**src/rtl/mch3d_pkg.sv**
```systemverilog
// Record format shared by the command decoder and the triangle serializer.
package mch3d_pkg;
  localparam int TRI_BYTES = 60;
  localparam int TRI_W     = 8 * TRI_BYTES;
endpackage

```
**src/rtl/triangle_serializer.sv**
```systemverilog
// Pops 480-bit triangle records and streams them MSB byte first into a byte FIFO,
// matching the byte order the command decoder reassembles.
module triangle_serializer
  import mch3d_pkg::*;
#(
  parameter int BYTES = TRI_BYTES,
  parameter int DW    = 8 * BYTES,
  parameter int CW    = 16
) (
  input  logic          clk,
  input  logic          rst,
  input  logic [DW-1:0] tri_rddata,
  input  logic          tri_empty,
  output logic          tri_pull,
  input  logic          byte_full,
  output logic [7:0]    byte_wrdata,
  output logic          byte_push,
  output logic          busy,
  output logic [CW-1:0] tri_count
);

  localparam int IW = (BYTES > 1) ? $clog2(BYTES) : 1;
  localparam logic [IW-1:0] LAST = IW'(BYTES - 1);

  typedef enum logic [1:0] {
    IDLE,
    LOAD,
    SEND
  } state_t;

  state_t          state, state_nxt;
  logic [DW-1:0]   shreg;
  logic [IW-1:0]   idx;

  always_ff @(posedge clk or posedge rst) begin
    if (rst) begin
      state     <= IDLE;
      shreg     <= '0;
      idx       <= '0;
      tri_count <= '0;
    end else begin
      state <= state_nxt;
      case (state)
        LOAD: begin
          shreg <= tri_rddata;
          idx   <= '0;
        end
        SEND: begin
          if (byte_push) begin
            shreg <= shreg << 8;
            idx   <= idx + 1'b1;
            if (idx == LAST) tri_count <= tri_count + 1'b1;
          end
        end
        default: ;
      endcase
    end
  end

  // The final-byte push and the next pull share a cycle so records run back to back.
  always_comb begin
    state_nxt = state;
    tri_pull  = 1'b0;
    byte_push = 1'b0;
    case (state)
      IDLE: begin
        if (!tri_empty) begin
          tri_pull  = 1'b1;
          state_nxt = LOAD;
        end
      end
      LOAD: state_nxt = SEND;
      SEND: begin
        if (!byte_full) begin
          byte_push = 1'b1;
          if (idx == LAST) begin
            if (!tri_empty) begin
              tri_pull  = 1'b1;
              state_nxt = LOAD;
            end else begin
              state_nxt = IDLE;
            end
          end
        end
      end
      default: state_nxt = IDLE;
    endcase
    // Strobes stay quiet while reset is held, even if the FIFO has data waiting.
    if (rst) begin
      tri_pull  = 1'b0;
      byte_push = 1'b0;
    end
  end

  assign byte_wrdata = shreg[DW-1 -: 8];
  assign busy        = (state != IDLE);

endmodule

```
**config.mk**
```make
export PLATFORM = sky130hd
export DESIGN_NAME = triangle_serializer
export DESIGN_NICKNAME = d
export VERILOG_FILES = /design/src/rtl/mch3d_pkg.sv /design/src/rtl/triangle_serializer.sv
export SDC_FILE = /design/constraint.sdc
export NUM_CORES = 1
export LEC_CHECK = 0
export ABC_AREA = 0
export BUFFER_PORTS_ARGS = -buffer_cell sky130_fd_sc_hd__buf_2
export CORE_ASPECT_RATIO = 0.7
export CORE_MARGIN = 1.5
export CORE_UTILIZATION = 45
export DETAILED_ROUTE_END_ITERATION = 8
export PLACE_DENSITY_LB_ADDON = 0.1
export SLEW_MARGIN = 20
export SYNTH_ARGS = -nofsm -noshare
export SYNTH_HDL_FRONTEND = slang
export SYNTH_SLANG_ARGS = --single-unit
```
**constraint.sdc**
```tcl
create_clock -name clk -period 32.6 [get_ports clk]
set_input_delay 3.26 -clock clk [delete_from_list [all_inputs] [get_ports clk]]
set_output_delay 3.26 -clock clk [all_outputs]
set_load 0.05 [all_outputs]
```
==> flow_summary.toml <==
[status]
status = "complete, no violations"

[worst_setup_path]
max_stage_delay_ns = 0.86
critPathKind = "in2out"
path_depth = 4
r2r-start = "state[0]"
critPathLaunchType = "primary input"
reg2reg_depth = 6
crit_slowest_cell = "or4b_1"
crit_family = "simple AND/OR/NAND/NOR gates"
critPathBufInv = 3
cp_cell_sequence = "buf_2 -> or4b_1 -> clkinv_4 -> buf_2"
cp.arrival_ns = 4.75
cpMostUsedCell = "buf_2"
end_kind = "primary output"
required_ns = 29.34
path_max_fanout = 14
rrSetupSlack_ns = 28.31
r2r-end = "shreg[140]"

[timing]
hold_viol = 0
setup_tns_ns = 0
rsz0062_at_grt = "no"
skew_ns = 0.02193
slew_headroom_pct = 23.60
slew_viol_final = 0
worstMarginPinSlew_ns = 1.146
fin_hold_ws_ns = 0.4768
setup_violations = 0
fin_ws_ns = 24.59
timing.fmax_ghz = 0.1248
min_period_ns = 8.012
post-route-period-util_pct = 24.58

[pwr]
p_per_area_mw_per_mm2 = 99.24
seqPwrFrac_pct = 40.6
combPwrFrac_pct = 37.7
switchingPower_mw = 1.066
ir_drop_mv = 0.08716
finalPower_mw = 2.669
p_int_mw = 1.603
switching_share_pct = 39.93
pwr-share-clk_pct = 21.7
p_leak_nw = 12.51

[yosys]
async_reset_ff_share_pct = 100.0
synth_flop_cell = "dfrtp_1"
synth_nets = 3211
ys.warnings.count = 0
synth_edf_count = 0
synth_cells = 2725
ys_seq_elements = 504
syn_area_mm2 = 0.02282
ys_types = 35
synth.avg_cell_area_um2 = 8.373
synth-seq-area-share_pct = 55.28

[global_routing]
grt_use_total_pct = 24.60
first_global_vias = 19420
grt_max_degree = 241
antenna_found_initial = 51
grt_pass1_wl_mm = 102.8
grt-ovfl-total = 0

[layout]
final_cells = 3811
nets = 3568
utilization_pct = 54.12
drive_above_1_share_pct = 19.74
layout_commonest_cell = "nand2_1"
final_cell_mix = "nand2_1 (972), buf_2 (510), dfrtp_1 (504)"
n_fill_cell = 4756
syn_to_final_growth_pct = 17.85
postLayoutCellArea_mm2 = 0.02689

[route]
wirelength_mm = 65.36
drc = 0
drt_first_pass_iters = 7
via_count = 20170
drt_iter0_markers = 1683
viasPerCell = 5.293
drtAntennaViolNets = 0
routedWlPerCell_um = 17.15

[floorplan]
start_util_pct = 45.92
io_pins = 511
core-area_mm2 = 0.04969
fp-row-count = 68
die_h_um = 191.4
die_area_mm2 = 0.05209
die_w_um = 272.1

[cts]
h-tree-depth = 2
clk_latency_ns = 0.59
cts_inserted_buffers = 51
clockBufferDepth = 3
cts.clk_slew.worst_paths_ns = 0.06
cts_setup_buffers = 0
ctsResizeCount = 0
clock-sinks = 504
cts_tree = "done"
cts_root_buf = "clkbuf_16"
holdBufCountCts = 0

[placed_design]
gp_congestion = 0.8668
numPortBuffers = 510
place_ws_ns = 24.59
dp_hpwl_mm = 43.03
place_area_mm2 = 0.02516
place_inst = 3693

[flow_run]
drv_cap = 0

[worst_hold_path]
holdPathStages = 1
whs_endpoint = "tri_count[15]"
hold_start = "tri_count[15]"
hp-class = "reg2reg"
[routing by layer]
metal | routed length (um) | up-vias | global-route usage, %
met4 | 1329 | 40 | 7.500
li1 | - | 9788 | -
met1 | 28480 | 9732 | 32.59
met3 | 4634 | 126 | 7.110
met2 | 30660 | 486 | 39.12
met5 | 255 | - | 0
[power groups by stage]
stage	Sequential [mW]	Combinational (mW)	Clock [mW]
after floorplan	1.04	0.857	0
after global placement	1.08	0.980	0
after detailed placement	1.09	1.01	0
after CTS	1.08	1.01	0.593
after global routing	1.12	1.16	0.618
final	1.08	1.00	0.580
[kinds of logic (layout without fill, tap and decap cells)]
family	Yosys count	count (layout)	synth area share, %
AND/OR/NAND/NOR	1499	1499	25.35
flip-flops	504	504	55.28
AO/OA/AOI/OAI	476	476	13.03
buffers and inverters	225	616	5.495
XOR/XNOR	18	18	0.6910
adder cells (fa/ha/maj)	2	2	0.1097
multiplexers	1	1	0.04935
other	0	30	0
[registers in the layout (all words and copies together) (netlist names)]
register	cells
tri_count	16
shreg	480
idx	6
state	2
[worst max path at each step]
| stage | startpoint | endpoint | slack (ns) |
|---|---|---|---|
| after global routing | rst | byte_push | 24.54 |
| after global placement | rst | byte_push | 24.60 |
| after CTS | rst | byte_push | 24.59 |
| final | rst | byte_push | 24.59 |
| after floorplan | rst | idx[0] | 15.27 |
| after detailed placement | rst | byte_push | 24.59 |
[Yosys cell counts, types with 2 or more instances]
cell	instances	area, um^2
a31oi_1	472	2953
and2_1	2	12.51
and3_1	3	18.77
and4_1	4	35.03
buf_2	35	175.2
buf_4	66	495.5
buf_6	15	168.9
clkbuf_1	106	397.9
dfrtp_1	504	12610
ha_1	2	25.02
nand2_1	972	3649
nand2b_1	2	12.51
nand3_1	16	80.08
nand4_1	3	18.77
nor2_1	477	1790
nor2b_1	3	18.77
nor3_1	6	30.03
nor3_2	2	20.02
o21ai_0	3	15.01
xnor2_1	9	78.83
xor2_1	9	78.83
[cell type report]
cell class                      instances  area (um^2)  share of cell area (%)
Sequential cell                       504        12610                   46.90
Inverter                                2        20.02                 0.07445
Timing Repair Buffer                  527         2758                   10.25
Clock inverter                          9        48.80                  0.1815
Tap cell                              665        832.0                   3.094
Antenna cell                           30        75.07                  0.2792
Clock buffer                           78         1570                   5.839
Multi-Input combinational cell       1996         8975                   33.38
[worst reg2reg max path: stages (launching register included)]
cell and delay (ns):
dfrtp_1 0.47, or4b_1 0.91, nand2_8 0.77, buf_4 0.94, buf_4 0.80, nor2_1 0.14
a31oi_1 0.17
Note: power is estimated with default switching activity, not from simulation.
